### config.mk
export PLATFORM = sky130hd
export DESIGN_NAME = pipe_fixedpoint_mac
export DESIGN_NICKNAME = d
export VERILOG_FILES = /design/src/rtl/fixedpoint_pkg.sv /design/src/rtl/comb_FixedPointZoom.sv /design/src/rtl/pipe_fixedpoint_mac.sv
export SDC_FILE = /design/constraint.sdc
export NUM_CORES = 1
export LEC_CHECK = 0
export BUFFER_PORTS_ARGS = -buffer_cell sky130_fd_sc_hd__buf_2
export CELL_PAD_IN_SITES_DETAIL_PLACEMENT = 1
export CELL_PAD_IN_SITES_GLOBAL_PLACEMENT = 2
export CORE_MARGIN = 5
export CORE_UTILIZATION = 30
export DETAILED_ROUTE_END_ITERATION = 7
export PLACE_DENSITY = 0.71
export SLEW_MARGIN = 20
export SYNTH_ARGS = -nofsm -noshare
export SYNTH_HDL_FRONTEND = slang
export SYNTH_SLANG_ARGS = --single-unit
### constraint.sdc
create_clock -name clk -period 3.6 [get_ports clk]
set_input_delay 0.36 -clock clk [delete_from_list [all_inputs] [get_ports clk]]
set_output_delay 0.36 -clock clk [all_outputs]
set_load 0.02 [all_outputs]
### src/rtl/fixedpoint_pkg.sv
// rtl/fixedpoint_pkg.sv - width derivation and signed limit helpers shared by the fixed-point blocks
package fixedpoint_pkg;

  // Full-precision product fields: integer bits add, fraction bits add.
  function automatic int fp_prod_width(input int wa, input int wb);
    return wa + wb;
  endfunction

  function automatic int fp_max_int(input int a, input int b);
    return (a > b) ? a : b;
  endfunction

  function automatic logic signed [63:0] fp_smax(input int w);
    return (64'sd1 <<< (w - 1)) - 64'sd1;
  endfunction

  function automatic logic signed [63:0] fp_smin(input int w);
    return -(64'sd1 <<< (w - 1));
  endfunction

endpackage

### src/rtl/comb_FixedPointZoom.sv
// rtl/comb_FixedPointZoom.sv - combinational signed WII.WIF to WOI.WOF conversion with round/saturate options
module comb_FixedPointZoom
  import fixedpoint_pkg::*;
#(
  parameter int WII   = 20,
  parameter int WIF   = 16,
  parameter int WOI   = 8,
  parameter int WOF   = 8,
  parameter int ROOF  = 1,
  parameter int ROUND = 1
) (
  input  logic [WII+WIF-1:0] in,
  output logic [WOI+WOF-1:0] out,
  output logic               upflow,
  output logic               downflow
);

  localparam int WIN = WII + WIF;
  localparam int WO  = WOI + WOF;
  localparam int FX  = fp_max_int(WIF, WOF);
  localparam int SH  = FX - WOF;
  // Two spare integer bits keep the rounding carry and the compare exact.
  localparam int WX  = fp_max_int(WII, WOI) + 2 + FX;
  localparam logic signed [WX-1:0] OMAX = WX'(fp_smax(WO));
  localparam logic signed [WX-1:0] OMIN = WX'(fp_smin(WO));

  logic signed [WX-1:0] ext;
  logic signed [WX-1:0] rnd;
  logic signed [WX-1:0] red;

  assign ext = $signed({{(WX-WIN){in[WIN-1]}}, in}) <<< (FX - WIF);

  generate
    if (ROUND != 0 && SH > 0) begin : g_round
      assign rnd = ext + $signed(WX'(1) << (SH - 1));
    end else begin : g_trunc
      assign rnd = ext;
    end
  endgenerate

  assign red      = rnd >>> SH;
  assign upflow   = (red > OMAX);
  assign downflow = (red < OMIN);

  always_comb begin
    out = red[WO-1:0];
    if (ROOF != 0) begin
      if (upflow) begin
        out = OMAX[WO-1:0];
      end else if (downflow) begin
        out = OMIN[WO-1:0];
      end
    end
  end

endmodule

### src/rtl/pipe_fixedpoint_mac.sv
// rtl/pipe_fixedpoint_mac.sv - 3-stage signed fixed-point MAC; FIXEDPOINT_MAC_ACC_SAT_EN saturates the accumulator
module pipe_fixedpoint_mac
  import fixedpoint_pkg::*;
#(
  parameter int WIIA   = 8,
  parameter int WIFA   = 8,
  parameter int WIIB   = 8,
  parameter int WIFB   = 8,
  parameter int WOI    = 8,
  parameter int WOF    = 8,
  parameter int WGUARD = 4,
  parameter int ROOF   = 1,
  parameter int ROUND  = 1
) (
  input  logic                 rstn,
  input  logic                 clk,
  input  logic                 i_en,
  input  logic                 i_last,
  input  logic [WIIA+WIFA-1:0] ina,
  input  logic [WIIB+WIFB-1:0] inb,
  output logic                 o_en,
  output logic [WOI+WOF-1:0]   out,
  output logic                 upflow,
  output logic                 downflow
);

  localparam int WRI  = fp_prod_width(WIIA, WIIB);
  localparam int WRF  = fp_prod_width(WIFA, WIFB);
  localparam int WP   = WRI + WRF;
  localparam int WACC = WRI + WGUARD + WRF;
  localparam int WO   = WOI + WOF;

  logic signed [WP-1:0]   prod_q, prod_d;
  logic                   en1_q, en1_d;
  logic                   last1_q, last1_d;
  logic signed [WACC-1:0] acc_q, acc_d;
  logic                   first_q, first_d;
  logic                   close2_q, close2_d;
  logic                   o_en_q, o_en_d;
  logic [WO-1:0]          out_q, out_d;
  logic                   up_q, up_d;
  logic                   dn_q, dn_d;

  logic signed [WACC-1:0] prod_ext;
  logic signed [WACC-1:0] base;
  logic [WO-1:0]          conv_out;
  logic                   conv_up;
  logic                   conv_dn;

`ifdef FIXEDPOINT_MAC_ACC_SAT_EN
  localparam logic [WACC-1:0] AMAX = {1'b0, {(WACC-1){1'b1}}};
  localparam logic [WACC-1:0] AMIN = {1'b1, {(WACC-1){1'b0}}};
  localparam logic [WO-1:0]   OMAX = {1'b0, {(WO-1){1'b1}}};
  localparam logic [WO-1:0]   OMIN = {1'b1, {(WO-1){1'b0}}};
  logic [WACC:0] sum_w;
  logic          sat_up_q, sat_up_d;
  logic          sat_dn_q, sat_dn_d;
`endif

  // Stage 1: data registers hold through idle cycles; the valid does not.
  always_comb begin
    en1_d   = i_en;
    prod_d  = prod_q;
    last1_d = last1_q;
    if (i_en) begin
      prod_d  = $signed(ina) * $signed(inb);
      last1_d = i_last;
    end
  end

  assign prod_ext = WACC'(prod_q);
  assign base     = first_q ? '0 : acc_q;

  // Stage 2: the first beat of a frame replaces the sum instead of adding to it.
  always_comb begin
    acc_d    = acc_q;
    first_d  = first_q;
    close2_d = en1_q & last1_q;
`ifdef FIXEDPOINT_MAC_ACC_SAT_EN
    sat_up_d = sat_up_q;
    sat_dn_d = sat_dn_q;
    sum_w    = {base[WACC-1], base} + {prod_ext[WACC-1], prod_ext};
`endif
    if (en1_q) begin
      first_d = last1_q;
`ifdef FIXEDPOINT_MAC_ACC_SAT_EN
      if (first_q) begin
        sat_up_d = 1'b0;
        sat_dn_d = 1'b0;
      end
      if (sum_w[WACC:WACC-1] == 2'b01) begin
        acc_d = AMAX;
        if (!(sat_up_d || sat_dn_d)) sat_up_d = 1'b1;
      end else if (sum_w[WACC:WACC-1] == 2'b10) begin
        acc_d = AMIN;
        if (!(sat_up_d || sat_dn_d)) sat_dn_d = 1'b1;
      end else begin
        acc_d = sum_w[WACC-1:0];
      end
`else
      acc_d = base + prod_ext;
`endif
    end
  end

  comb_FixedPointZoom #(
    .WII   (WRI + WGUARD),
    .WIF   (WRF),
    .WOI   (WOI),
    .WOF   (WOF),
    .ROOF  (ROOF),
    .ROUND (ROUND)
  ) u_zoom (
    .in       (acc_q),
    .out      (conv_out),
    .upflow   (conv_up),
    .downflow (conv_dn)
  );

  // Stage 3: results only change on frame close and hold otherwise.
  always_comb begin
    o_en_d = close2_q;
    out_d  = out_q;
    up_d   = up_q;
    dn_d   = dn_q;
    if (close2_q) begin
      out_d = conv_out;
      up_d  = conv_up;
      dn_d  = conv_dn;
`ifdef FIXEDPOINT_MAC_ACC_SAT_EN
      if (sat_up_q) begin
        out_d = OMAX;
        up_d  = 1'b1;
        dn_d  = 1'b0;
      end else if (sat_dn_q) begin
        out_d = OMIN;
        up_d  = 1'b0;
        dn_d  = 1'b1;
      end
`endif
    end
  end

  always_ff @(posedge clk or negedge rstn) begin
    if (!rstn) begin
      prod_q   <= '0;
      en1_q    <= 1'b0;
      last1_q  <= 1'b0;
      acc_q    <= '0;
      first_q  <= 1'b1;
      close2_q <= 1'b0;
      o_en_q   <= 1'b0;
      out_q    <= '0;
      up_q     <= 1'b0;
      dn_q     <= 1'b0;
    end else begin
      prod_q   <= prod_d;
      en1_q    <= en1_d;
      last1_q  <= last1_d;
      acc_q    <= acc_d;
      first_q  <= first_d;
      close2_q <= close2_d;
      o_en_q   <= o_en_d;
      out_q    <= out_d;
      up_q     <= up_d;
      dn_q     <= dn_d;
    end
  end

`ifdef FIXEDPOINT_MAC_ACC_SAT_EN
  always_ff @(posedge clk or negedge rstn) begin
    if (!rstn) begin
      sat_up_q <= 1'b0;
      sat_dn_q <= 1'b0;
    end else begin
      sat_up_q <= sat_up_d;
      sat_dn_q <= sat_dn_d;
    end
  end
`endif

  assign o_en     = o_en_q;
  assign out      = out_q;
  assign upflow   = up_q;
  assign downflow = dn_q;

endmodule

## Word level (Yosys, flattened, before mapping)

Cells that the tools add are included.

- Register bits after elaboration: 91
- Output and inout port bits: 19
- Word-level logic and storage cells: 19

- Add/subtract/negate cells: 2
- $mul: 1
- Magnitude comparators: 2
- Mux-type cells: 3
- Bitwise logic cells: 1

Operators by type and width:

| cell | number |
|---|---|
| $add A36 B9 Y37 const B | 1 |
| $add A36 B32 Y36 | 1 |
| $mux W36 | 1 |
| $mul A16 B16 Y32 | 1 |
| $mux W16 | 2 |
| $gt A29 B16 Y1 const B | 1 |
| $lt A29 B16 Y1 const B | 1 |
| $and A1 B1 Y1 | 1 |

## Depth between registers and ports, before layout

- Depth after elaboration: 4
- Gate-level depth with buffers: 24

## By module

From an unflattened synthesis, not the netlist that was laid out.

- Cell total of the unflattened synthesis: 1769
- Area total of the unflattened synthesis: 16372.0 um^2

By module, submodules not included:

| module | times used | cells each | area each (um^2) | sequential area each (um^2) |
|---|---|---|---|---|
| pipe_fixedpoint_mac | 1 | 1613 | 15289.7 | 2278.4 |
| comb_FixedPointZoom | 1 | 156 | 1082.3 | 0.0 |

## Least setup slack after synthesis

OpenSTA, ideal clock, no wires.

- Path kind: input to register
- Start: input port ina[15]
- End: register prod_q[29]
- Library setup time: 0.125 ns
- Arrival time: 6.357 ns
- Path slack: -2.882 ns
- Cell stages on the path: 21
- Buffers on the path: 1
- Cell sequence: clkbuf_1 -> nand2_1 -> fa_1 -> inv_1 -> fa_1 -> fa_1 -> fa_1 -> fa_1 -> inv_1 -> fa_1 -> inv_1 -> ha_1 -> a21o_1 -> a21o_1 -> a21oi_1 -> a21oi_1 -> o311ai_0 -> nand2b_1 -> a21oi_1 -> xnor2_1 -> mux2_2

- Word-level cells in the longest chain between the ends: 1

Ends and longest elaborated chain:

| what | line | RTL |
|---|---|---|
| from (decl) | pipe_fixedpoint_mac.sv:19 | `input logic [WIIA+WIFA-1:0] ina,` |
| $mul A16 B16 Y32 | pipe_fixedpoint_mac.sv:66 | `prod_d = $signed(ina) * $signed(inb);` |
| to (signal assigned) | pipe_fixedpoint_mac.sv:157 | `prod_q <= prod_d;` |
| to (decl) | pipe_fixedpoint_mac.sv:33 | `logic signed [WP-1:0] prod_q, prod_d;` |

No other way between the ends.
A chain may end at the register's enable or synchronous reset.

## Final worst setup path

- Start: input port ina[8]
- End: register prod_q[28]

Same word-level chain as after synthesis.

==> results.sh <==
export IMPL_grt_pass1_wl_um=74700
export IMPL_post_route_period_util_pct=155
export IMPL_area_growth_pct=32.9
export IMPL_cts_tree="done"
export IMPL_wl_um=44500
export IMPL_die_w_um=240
export IMPL_min_period_ns=5.58
export IMPL_mostFrequentLayoutCell="inv_1"
export IMPL_path_cells="buf_12 -> and2_4 -> fa_1 -> inv_2 -> fa_2 -> fa_2 -> inv_2 -> fa_2 -> fa_1 -> inv_2 -> fa_1 -> inv_2 -> ha_4 -> a21o_1 -> a21o_1 -> a21o_1 -> a31o_4 -> a21oi_4 -> a31oi_4 -> o21a_1 -> or3_1 -> a31o_2"
export IMPL_relSlewSlack_pct=36.7
export IMPL_nNetsFinal=2435
export IMPL_syn_inst=1718
export IMPL_layout_common_cells="305 x inv_1, 237 x buf_4, 235 x fa_1"
export IMPL_required_ns=3.86
export IMPL_synthDominantCellAreaShare_pct=33.3
export IMPL_via_per_inst=4.69
export IMPL_critPathCaptureType="register"
export IMPL_coreArea_mm2=0.0523
export IMPL_ctsHtreeMaxLevel=3
export IMPL_status="finished with violations"
export IMPL_holdBufCountCts=0
export IMPL_regArea_mm2=0.00228
export IMPL_syn_nets=2135
export IMPL_drc=0
export IMPL_insertion_delay_ns=0.36
export IMPL_grt_max_degree=45
export IMPL_port_buffers=54
export IMPL_worstPathArrival_ns=5.84
export IMPL_grt_ovfl_total=0
export IMPL_path_common_cell="inv_2"
export IMPL_pre_cts_ws_ns=-2.63
export IMPL_stdcell_area_mm2=0.0210
export IMPL_slowest_stage="fa_1"
export IMPL_ys_types=65
export IMPL_track_usage_pct=15.9
export IMPL_die_y_um=240
export IMPL_multi_input_area_mm2=0.0133
export IMPL_violations="setup timing"
export IMPL_antenna_found_initial=0
export IMPL_finalHoldViolCount=0
export IMPL_critPathMaxFanout=11
export IMPL_clock_path_buffers=2
export IMPL_max_cap_violations=0
export IMPL_start_util_pct=30.2
export IMPL_synthArstFlopShare_pct=100
export IMPL_worstMarginPinSlew_ns=0.950
export IMPL_drv_slew=0
export IMPL_drive_gt1_share_pct=32.7
export IMPL_io_pins=55
export IMPL_dr_pass1_iters=4
export IMPL_dp_hpwl_um=36100
export IMPL_hp_class="primary input to asynchronous set/reset pin"
export IMPL_cpPeakStageDelay_ns=0.55
export IMPL_top_layer_used="met4"
export IMPL_ys_warn_count=0
export IMPL_seq_area_frac_synth_pct=14.4
export IMPL_mappedNetlistArea_mm2=0.0158
export IMPL_tns_ns=-38.66
export IMPL_vias=12718
export IMPL_ant_nets=0
export IMPL_synth_area_leaders="fa_1 33%, dfrtp_1 14%, ha_1 9.3%, inv_1 8.1%, and2_1 5.0%"
export IMPL_diodes=0
export IMPL_num_rows=84
export IMPL_wl_per_cell_um=16.4
export IMPL_critical_path_class="primary input to register"
export IMPL_cts_sinks=91
export IMPL_first_iter_violations=383
export IMPL_post_dp_cell_area_mm2=0.0187
export IMPL_rsz0062_at_grt="yes"
export IMPL_critPathLaunchType="primary input"
export IMPL_cts_root_buf="clkbuf_16"
export IMPL_cts_buffers=9
export IMPL_synth_edff_count=0
export IMPL_fmax_ghz=0.179
export IMPL_synth_largest_area_cell="fa_1"
export IMPL_clkTransAtPathRegs_ns=0.08
export IMPL_worst_slack_ns=-1.98
export IMPL_num_fill_cells=5955
export IMPL_route_met2_wl_um=24500
export IMPL_avgSynthCellArea_um2=9.20
export IMPL_finClkSkew_ns=0.0155
export IMPL_ys_ff_latch=91
export IMPL_grt_pass1_vias=14790
export IMPL_wl_met1_um=19000
export IMPL_finalSetupViolations=26
export IMPL_dieArea_mm2=0.0574
export IMPL_finalWeightedCongestion=0.841
export IMPL_dr_wl_met3_um=409
export IMPL_synthFlopType="dfrtp_1"
==> final cells by class <==
type / instances / area share, %
timing repair buffer: 344 / 14.4
multi-input combinational: 1229 / 63.1
clock buffer: 9 / 1.07
inverter: 343 / 6.13
tap: 688 / 4.10
sequential: 91 / 10.8
clock inverter: 7 / 0.393
==> sequential cells by signal, indices dropped and copies added, names as in the netlist <==
name	flops
first_q	1
last1_q	1
out	16
prod_q	32
downflow	1
o_en	1
upflow	1
close2_q	1
acc_q	36
en1_q	1
==> per-stage QoR <==
stage	hold slack, ns	instances	util [%]
3_5_place_dp	0.431	2627	35.8
3_3_place_gp	0.423	2627	35.8
5_1_grt	0.0714	2711	40.1
6_report	0.0223	2711	40.1
2_1_floorplan	0.0644	1718	-
4_1_cts	0.0389	2688	38.5
==> worst paths after layout <==
path                          start    endpoint  slack (ns)  cells after the start
min in group clk             i_last     last1_q        0.24                      2
hold reg to reg            acc_q[4]    acc_q[4]        0.47                      1
hold / removal                 rstn        o_en        0.02                      1
max in group asynchronous      rstn     first_q        2.77                      2
setup reg to reg            first_q   acc_q[34]           0                     15
setup / recovery             ina[8]  prod_q[28]       -1.98                     22
==> worst max-delay path: cells and delay by family <==
| kind | cells | cell delay, ns |
|---|---|---|
| buf+inv | 5 | 0.29 |
| compound gates | 8 | 1.50 |
| simple gates | 2 | 0.46 |
| fa+ha+maj | 7 | 3.21 |
==> cells by family after synthesis <==
kind of cell / synth area share, %
xor gates and xnor gates: 4.27
AOI/OAI and AO/OA: 9.60
adders and majority gates: 42.7
buffers and inverters: 9.53
and+or+nand+nor: 15.8
muxes: 3.76
DFF: 14.4
==> Yosys cell counts (18+ instances only) <==
library cell / number
fa_1: 263
nor2b_1: 43
dfrtp_1: 90
and2_1: 127
inv_1: 342
o21ai_0: 39
and3_1: 18
ha_1: 118
nor2_1: 62
mux2_2: 50
a21oi_1: 68
xnor2_1: 59
xor2_1: 18
nand2_1: 156
a21o_1: 31
clkbuf_1: 49
nand3_1: 20
==> metal layers <==
layer  vias to the layer above  GRT usage, %
met5                         -             0
met4                         0          2.68
met3                        37          1.13
met2                        67          30.7
met1                      6633          19.5
li1                       5981             -
==> what timing repair did <==
action,in CTS,in global routing
gates resized for setup,218,166
cloned,1,2
setup endpoints to repair,31,48
pin swaps,124,101
buffers inserted,45,22
Power is not shown: default switching activity piles up to over one toggle a cycle in this logic, so the estimate is an artifact.
